<file path="config.mk">
export PLATFORM = sky130hd
export DESIGN_NAME = uart_rx_ctrl
export DESIGN_NICKNAME = d
export VERILOG_FILES = /design/src/rtl/uart_pkg.sv /design/src/rtl/uart_rx_fifo.sv /design/src/rtl/uart_rx_ctrl.sv
export SDC_FILE = /design/constraint.sdc
export NUM_CORES = 1
export LEC_CHECK = 0
export CORE_UTILIZATION = 26
export DETAILED_ROUTE_END_ITERATION = 7
export HOLD_SLACK_MARGIN = 0.08
export PLACE_DENSITY = 0.53
export SLEW_MARGIN = 20
export SYNTH_ARGS = -nofsm -noshare
export SYNTH_HDL_FRONTEND = slang
export SYNTH_HIERARCHICAL = 1
export SYNTH_SLANG_ARGS = --single-unit
</file>
<file path="constraint.sdc">
create_clock -name clk_i -period 3.7 [get_ports clk_i]
set_input_delay 0.74 -clock clk_i [delete_from_list [all_inputs] [get_ports clk_i]]
set_output_delay 0.74 -clock clk_i [all_outputs]
set_load 0.1 [all_outputs]
</file>
<file path="src/rtl/uart_pkg.sv">
// Shared types and constants for the UART receive-side controller.
package uart_pkg;

    // Character-timeout timer states.
    typedef enum logic [1:0] {
        IDLE    = 2'd0,
        ARMED   = 2'd1,
        EXPIRED = 2'd2
    } rx_tmr_state_e;

    // Interrupt status / enable bit positions.
    localparam int IRQ_THR = 0;
    localparam int IRQ_TO  = 1;
    localparam int IRQ_OVF = 2;
    localparam int IRQ_W   = 3;

endpackage

</file>
<file path="src/rtl/uart_rx_fifo.sv">
// Synchronous byte FIFO with registered read port, flush and occupancy.
// A push into a full FIFO is accepted only when a pop happens in the same cycle.
module uart_rx_fifo #(
    parameter int DEPTH = 16,
    parameter int LW    = $clog2(DEPTH) + 1
) (
    input  logic          clk_i,
    input  logic          rst_i,
    input  logic          push,
    input  logic [7:0]    wr_data,
    input  logic          pop,
    input  logic          clr,
    output logic [7:0]    rd_data,
    output logic          rd_valid,
    output logic          full,
    output logic          empty,
    output logic [LW-1:0] level
);

    localparam int AW = $clog2(DEPTH);
    localparam logic [LW-1:0] FULL_LVL = LW'(DEPTH);

    logic [7:0]    mem [DEPTH];
    logic [AW-1:0] wr_ptr_reg;
    logic [AW-1:0] rd_ptr_reg;
    logic [LW-1:0] level_reg;
    logic [7:0]    rd_data_reg;
    logic          rd_valid_reg;
    logic          pop_ok;
    logic          push_ok;

    assign full    = (level_reg == FULL_LVL);
    assign empty   = (level_reg == '0);
    // Flush wins over both ports; a pop frees the slot a full-FIFO push needs.
    assign pop_ok  = pop && !clr && !empty;
    assign push_ok = push && !clr && (!full || pop_ok);

    // Storage array: no reset so it maps onto block RAM.
    always_ff @(posedge clk_i) begin
        if (push_ok) begin
            mem[wr_ptr_reg] <= wr_data;
        end
    end

    // Pointers, occupancy and the registered read port.
    always_ff @(posedge clk_i or posedge rst_i) begin
        if (rst_i) begin
            wr_ptr_reg   <= '0;
            rd_ptr_reg   <= '0;
            level_reg    <= '0;
            rd_data_reg  <= '0;
            rd_valid_reg <= 1'b0;
        end else if (clr) begin
            wr_ptr_reg   <= '0;
            rd_ptr_reg   <= '0;
            level_reg    <= '0;
            rd_valid_reg <= 1'b0;
        end else begin
            rd_valid_reg <= pop_ok;
            if (push_ok) begin
                wr_ptr_reg <= wr_ptr_reg + 1'b1;
            end
            if (pop_ok) begin
                rd_ptr_reg  <= rd_ptr_reg + 1'b1;
                rd_data_reg <= mem[rd_ptr_reg];
            end
            case ({push_ok, pop_ok})
                2'b10:   level_reg <= level_reg + 1'b1;
                2'b01:   level_reg <= level_reg - 1'b1;
                default: level_reg <= level_reg;
            endcase
        end
    end

    assign rd_data  = rd_data_reg;
    assign rd_valid = rd_valid_reg;
    assign level    = level_reg;

endmodule

</file>
<file path="src/rtl/uart_rx_ctrl.sv">
// UART receive controller: byte FIFO, character-timeout timer and
// maskable sticky interrupts for threshold, timeout and overflow.
module uart_rx_ctrl
    import uart_pkg::*;
#(
    parameter  int DEPTH   = 16,
    parameter  int TO_BITS = 40,
    localparam int LW      = $clog2(DEPTH) + 1
) (
    input  logic          clk_i,
    input  logic          rst_i,
    input  logic [15:0]   baud_i,
    input  logic          rx_done_i,
    input  logic [7:0]    rx_data_i,
    input  logic          rx_start_i,
    input  logic          rd_req_i,
    output logic [7:0]    rd_data_o,
    output logic          rd_valid_o,
    input  logic          fifo_clr_i,
    input  logic [LW-1:0] thresh_i,
    output logic [LW-1:0] level_o,
    input  logic [2:0]    irq_en_i,
    input  logic [2:0]    irq_clr_i,
    output logic [2:0]    irq_status_o,
    output logic          irq_o
);

    localparam logic [7:0] LAST_BIT = 8'(TO_BITS - 1);

    logic          fifo_full;
    logic          fifo_empty;
    logic [LW-1:0] fifo_level;
    logic          pop_acc;

    rx_tmr_state_e state_reg, state_next;
    logic [15:0]   clk_cnt_reg, clk_cnt_next;
    logic [7:0]    bit_cnt_reg, bit_cnt_next;
    logic          clk_wrap;
    logic          to_set;
    logic [2:0]    status_reg, status_next;
    logic [2:0]    status_set;

    uart_rx_fifo #(
        .DEPTH (DEPTH),
        .LW    (LW)
    ) u_fifo (
        .clk_i    (clk_i),
        .rst_i    (rst_i),
        .push     (rx_done_i),
        .wr_data  (rx_data_i),
        .pop      (rd_req_i),
        .clr      (fifo_clr_i),
        .rd_data  (rd_data_o),
        .rd_valid (rd_valid_o),
        .full     (fifo_full),
        .empty    (fifo_empty),
        .level    (fifo_level)
    );

    assign level_o  = fifo_level;
    assign pop_acc  = rd_req_i && !fifo_empty && !fifo_clr_i;
    // >= rather than == so a lowered baud_i mid-count still wraps promptly.
    assign clk_wrap = (clk_cnt_reg >= (baud_i - 16'd1));

    // Timer state and bit-period counters.
    always_ff @(posedge clk_i or posedge rst_i) begin
        if (rst_i) begin
            state_reg   <= IDLE;
            clk_cnt_reg <= '0;
            bit_cnt_reg <= '0;
        end else begin
            state_reg   <= state_next;
            clk_cnt_reg <= clk_cnt_next;
            bit_cnt_reg <= bit_cnt_next;
        end
    end

    // Timer next state; counters fall back to zero unless ARMED keeps counting.
    always_comb begin
        state_next   = state_reg;
        clk_cnt_next = '0;
        bit_cnt_next = '0;
        to_set       = 1'b0;
        case (state_reg)
            IDLE: begin
                if (!fifo_clr_i && rx_done_i && (baud_i != 16'd0)) begin
                    state_next = ARMED;
                end
            end
            ARMED: begin
                if (fifo_clr_i || rx_start_i || (baud_i == 16'd0)) begin
                    state_next = IDLE;
                end else if (rx_done_i || pop_acc) begin
                    state_next = ARMED;
                end else if (fifo_empty) begin
                    state_next = IDLE;
                end else if (clk_wrap) begin
                    if (bit_cnt_reg == LAST_BIT) begin
                        state_next = EXPIRED;
                        to_set     = 1'b1;
                    end else begin
                        bit_cnt_next = bit_cnt_reg + 8'd1;
                    end
                end else begin
                    clk_cnt_next = clk_cnt_reg + 16'd1;
                    bit_cnt_next = bit_cnt_reg;
                end
            end
            EXPIRED: begin
                if (fifo_clr_i || (baud_i == 16'd0)) begin
                    state_next = IDLE;
                end else if (rx_done_i) begin
                    state_next = ARMED;
                end else if (fifo_empty) begin
                    state_next = IDLE;
                end
            end
            default: state_next = IDLE;
        endcase
    end

    // Status set sources; setting takes priority over a same-cycle clear.
    always_comb begin
        status_set          = '0;
        status_set[IRQ_THR] = (thresh_i != '0) && (fifo_level >= thresh_i);
        status_set[IRQ_TO]  = to_set;
        status_set[IRQ_OVF] = rx_done_i && !fifo_clr_i && fifo_full && !pop_acc;
        status_next         = (status_reg & ~irq_clr_i) | status_set;
    end

    // Sticky interrupt status register.
    always_ff @(posedge clk_i or posedge rst_i) begin
        if (rst_i) begin
            status_reg <= '0;
        end else begin
            status_reg <= status_next;
        end
    end

    assign irq_status_o = status_reg;
    assign irq_o        = |(status_reg & irq_en_i);

endmodule

</file>
======== After elaboration in Yosys (flattened, before gate mapping) ========
Memories as Yosys holds them, arrays and structs flattened. A register that Yosys moved wholly into a read port is not among the register bits.
Cells that the tools add are included.
storage, ports and cells
  word-level logic and storage cells ...... 99
  memories ................................ 1
  register bits ........................... 43
  input bits .............................. 41
  output and inout port bits .............. 18
  memory bits (writable) .................. 128
memories
  name        depth  width  rd ports  clocked after Yosys merged registers in  write ports  RTL line            source
  u_fifo.mem  16     8      1         1                                        1            uart_rx_fifo.sv:23  logic [7:0] mem [DEPTH];
operators by class
  mux-type cells .......................... 36
  equality and inequality tests ........... 10
  reduce and logical (&&, ||, !) cells .... 30
  add/subtract/negate cells ............... 7
  bitwise gates (word level) .............. 5
  $lt $le $gt $ge ......................... 2
operator list
  cell                                                number
  2-to-1 mux 16 bit                                   5
  2-to-1 mux 8 bit                                    6
  2-to-1 mux 2 bit                                    9
  adder 16 x 1 -> 16 bit, second input constant       1
  >= comparator 16 bit                                1
  logical NOT 16 bit                                  1
  2-to-1 mux 4 bit                                    4
  nonzero test 16 bit                                 1
  subtractor 16 x 1 -> 16 bit, second input constant  1
  logical AND 1 bit                                   10
  != test 5 x 4 -> 1 bit, second input constant       2
  case mux 5 bit (2 select lines)                     1
  2-to-1 mux 1 bit                                    9
  adder 4 x 1 -> 4 bit, second input constant         2
  adder 8 x 1 -> 8 bit, second input constant         1
  == test 8 x 6 -> 1 bit, second input constant       1
  bitwise AND 3 bit                                   2
  case mux 2 bit (3 select lines)                     1
  adder 5 x 1 -> 5 bit, second input constant         1
  == test 5 bit, second input constant                1
  >= comparator 5 bit                                 1
  logical NOT 5 bit                                   1
  logical OR 1 bit                                    5
  2-to-1 mux 5 bit                                    1
  other kinds (16)                                    22

======== Depth between registers and ports, before layout ========
  word-level depth ........................ 9
  mapped depth ............................ 13
  gate-level depth less buffers ........... 12

======== Cells and area by module ========
Netlist, hierarchy kept.
by module, submodules not included
  module        area each (um^2)  sequential area each (um^2)  times used  cells an instance
  uart_rx_fifo  6231.0            4394.2                       1           330
  uart_rx_ctrl  2179.6            725.7                        1           237

======== Worst setup path after synthesis ========
OpenSTA, ideal clock, no wires.
  path kind ............................... input to register
  start point ............................. in baud_i[2]
  end point ............................... reg bit_cnt_reg[6]
  setup slack ............................. 96 ps
  required time ........................... 3623 ps
  library setup time ...................... 77 ps
  buffers on the path ..................... 0
  cell stages on the path ................. 12
  arrival time ............................ 3527 ps
  path through ............................ or3_1 or4_4 nor4_4 nand2b_2 nor4_4 xnor2_1 ha_1 nand3_1 a21boi_0 a2111oi_4 or4_1 a21oi_1
on the way
  longest elaborated chain between the ends .. 4
  elaborated cells between the ends (all ways) .. 7
  those cells by class .................... 1 x add/sub; 1 x order compare; 1 x eq/ne; 2 x mux; 2 x reduce/logical
RTL lines
  element                                                              RTL line            source
  start: declaration                                                   uart_rx_ctrl.sv:12  input logic [15:0] baud_i,
  branches (longest 4 deep; another with subtractor 16 x 1 -> 16 bit)  -
  end signal: assignment                                               uart_rx_ctrl.sv:74  bit_cnt_reg <= bit_cnt_next;
  end: declaration                                                     uart_rx_ctrl.sv:37  logic [7:0] bit_cnt_reg, bit_cnt_next;
Parallel ways; which one is timed is not known.
A chain may end at the register's enable or synchronous reset.

======== Worst setup path after layout ========
  start point ............................. in baud_i[4]
  end point ............................... reg bit_cnt_reg[3]
Same word-level chain as after synthesis.

==> impl_metrics.toml <==
[floorplan]
die_h_um = 181.9
start_util = 0.2652
num_rows = 65
die_w_um = 181.9
die-area_um2 = 33070
io_pins = 59
core_um2 = 31720

[global_route]
grt_max_degree = 35
met3_usage = 0.02587
grt_overflow = 0
grt.met2_usage = 0.1758
grt_pass1_wl_um = 28090
antenna_found_initial = 0
grt_usage = 0.1112
top_usage_layer = "met2"
globalRouteMet1Util = 0.1536
grt_pass1_vias = 5026

[worst_setup_path]
start_kind = "primary input"
startpoint = "baud_i[4]"
critPathKind = "primary input to flip-flop"
cp_max_fo = 6
critPathCaptureType = "flip-flop"
r2r_start = "u_fifo/level[0]"
cp_data_arrival_time_ns = 3.91
cpPeakStageDelay_ns = 0.49
worst_path_max_delay_cell = "or4_1"
crit_chain = "clkdlybuf4s15_2, or3_1, or4_4, nor4_4, nand2b_4, nor4_4, xnor2_1, ha_1, nand3_1, a21boi_1, a2111oi_4, buf_4, or4_1, a21oi_1"
required_ns = 4.05
crit_path_frequent_cell = "nor4_4"

[synthesis]
yosysUniqueCellTypes = 63
netlist.top_cell.by_area = "edfxtp_1"
async_reset_ff_frac = 0.2849
ys_ff_latch = 179
synth.top_cell.area_share = 0.4570
synth.cell_area_um2 = 8411
synth_warnings = 6
syn_area_per_cell_um2 = 14.83
synth_edf_count = 128
syn_nets = 641
syn_inst = 567
synth.yosys.seq_area_share = 0.6087
synthFlopType = "edfxtp_1"
synth.area.top_cells = "edfxtp_1, dfrtp_1, mux4_2"

[final_layout]
fill_cells = 3125
areaGrowthSynthToFinish_pct = 22.60
antennaDiodeCount = 0
fin_nets = 733
layout-drive-gt1-share = 0.2098
post-route-util = 0.3251
largest_reg_flops = 128

[placed_design]
io_buffers = 58
place.gp.congestion = 0.7288
hpwl_um = 11730

[sta]
slew_headroom = 0.3381
maxSlewViolCount = 0
fin_setup_tns_ns = 0
period_share = 0.9631
setup_viol = 0
hold_violations = 0
skew_ns = 0.03052
timing.fmax_mhz = 280.6
rsz0062_at_grt = "false"
worst_pin_slew_ns = 0.9898
fin_crit_ns = 3.563

[status]
run_status = "complete, no violations"

[power]
leakagePower_uw = 0.003691
vdd_drop_max_v = 0.0004809
cellPowerDensity_nw_per_um2 = 564.3

[clocking]
cts_buffers = 17
cts_hold_buf = 0
insertion_delay_ns = 0.44
cts-htree-levels = 4
clkSinkCount = 179
clockBufferDepth = 2
cts_tree = "done"
clk_pin_slew_ns = 0.08
clockRootBuffer = "clkbuf_16"

[routing]
routedWlPerCell_um = 16.55
drc = 0
vias = 4880
routed_via_density = 4.544
ant_nets = 0
drt_iter0_drc = 276
totalWireLength_um = 17770
dr.pass1.iters = 6

[worst_hold_path]
holdCritStartpoint = "u_fifo/rd_data[7]"
hold_path_class = "flip-flop to flip-flop"

[flow_run]
maxCapViolCount = 0
-- path summary, 6_finish.rpt --
check / endpoint / slack [ns] / cells past startpoint
max in group asynchronous: u_fifo/wr_ptr_reg[1] / 2.18 / 2
setup reg to reg: u_fifo/level[4] / 0.52 / 12
hold reg to reg: u_fifo/rd_data[7] / 0.52 / 2
setup / recovery: bit_cnt_reg[3] / 0.14 / 14
hold / removal: u_fifo/rd_data[7] / 0.52 / 2
min in group asynchronous: irq_status_o[0] / 0.56 / 2
-- stage by stage --
stage | setup WS, ns | hold WS [ns] | instances | cell area [um2] | total power, uW
floorplan | 0.09594 | 0.4833 | 567 | 8411 | 3584
global placement | -0.4852 | 0.5005 | 1040 | 9622 | 3994
detailed placement | -0.5458 | 0.4919 | 1040 | 9622 | 3994
CTS | 0.0007425 | 0.5247 | 1073 | 10290 | 5899
global route | 0.001944 | 0.5551 | 1074 | 10310 | 6068
finish | 0.1367 | 0.5233 | 1074 | 10310 | 5819
-- where the power goes --
group | internal (uW) | leakage [uW] | switching, uW | total, uW
registers | 2250 | 0.00184 | 90.0 | 2340
clock network | 942 | 0.000306 | 943 | 1880
logic | 565 | 0.00154 | 1030 | 1600
-- layout make-up --
cell class | count | area [um2] | share of cell area
inverter | 25 | 98.84 | 0.009586
sequential | 179 | 5120 | 0.4965
tap | 402 | 503.0 | 0.04878
multi-input combinational | 344 | 3112 | 0.3018
clock buffer | 17 | 425.4 | 0.04126
clock inverter | 15 | 216.5 | 0.02099
timing repair buffer | 92 | 835.8 | 0.08106
-- what timing repair did --
item / in CTS / in global routing
buffers inserted: 1 / 1
endpoints found under the setup margin: 24 / 24
pin swaps: 13 / 7
resized for setup: 14 / 2
-- Yosys cell counts, drive strengths merged, types with 2 or more instances --
library cell and n:
ha 32, nand4 5, a21oi 18, nand3 16, a21o 6, nand3b 5
o221ai 9, or2 2, nor2b 2, xor2 19, nor2 45, o21ai 12
inv 25, mux2 5, and4 3, mux2i 18, and2 17, a31oi 2
dfrtp 51, and3 6, nand2b 4, o22ai 2, or4 9, o31ai 3
nor4 5, nand2 26, edfxtp 128, nor3 6, clkbuf 7, mux4 32
buf 12, xnor2 15, or3 7
-- kinds of logic (layout without fill, tap and decap cells) --
kind of cell | Yosys count | after routing | share of synthesized area
simple gates | 161 | 161 | 0.1077
mux | 55 | 55 | 0.1138
xor+xnor | 34 | 34 | 0.03541
buf+inv | 44 | 149 | 0.02514
flops | 179 | 179 | 0.6087
compound gates | 61 | 61 | 0.05921
fa+ha+maj | 33 | 33 | 0.04998
-- critical path: cells and delay by family --
| family | cells | cell delay (ns) |
|---|---|---|
| buffers and inverters | 2 | 0.35 |
| and+or+nand+nor | 7 | 1.90 |
| adders and majority gates | 1 | 0.30 |
| AOI/OAI and AO/OA | 3 | 0.51 |
| xor gates and xnor gates | 1 | 0.10 |
-- per-layer routing --
| metal | vias up | routed length, um |
|---|---|---|
| li1 | 2350 | - |
| met1 | 2431 | 8734 |
| met2 | 90 | 8178 |
| met3 | 9 | 743 |
| met4 | 0 | 117 |
| met5 | - | 0 |
-- layout by cell type (no fill, tap or decap), drive strengths merged, types with 6 or more instances in the layout --
cell type,count
inv,31
buf,39
ha,32
or4,9
xor2,19
nor3,6
clkbuf,17
o21ai,12
o221ai,9
nand2,26
and2,17
nor2,45
a21oi,18
a21o,6
clkinv,9
clkdlybuf4s50,50
nand3,16
edfxtp,128
and3,6
dfrtp,51
mux2i,18
mux4,32
xnor2,15
or3,7
Power figures use the tool's default switching activity.
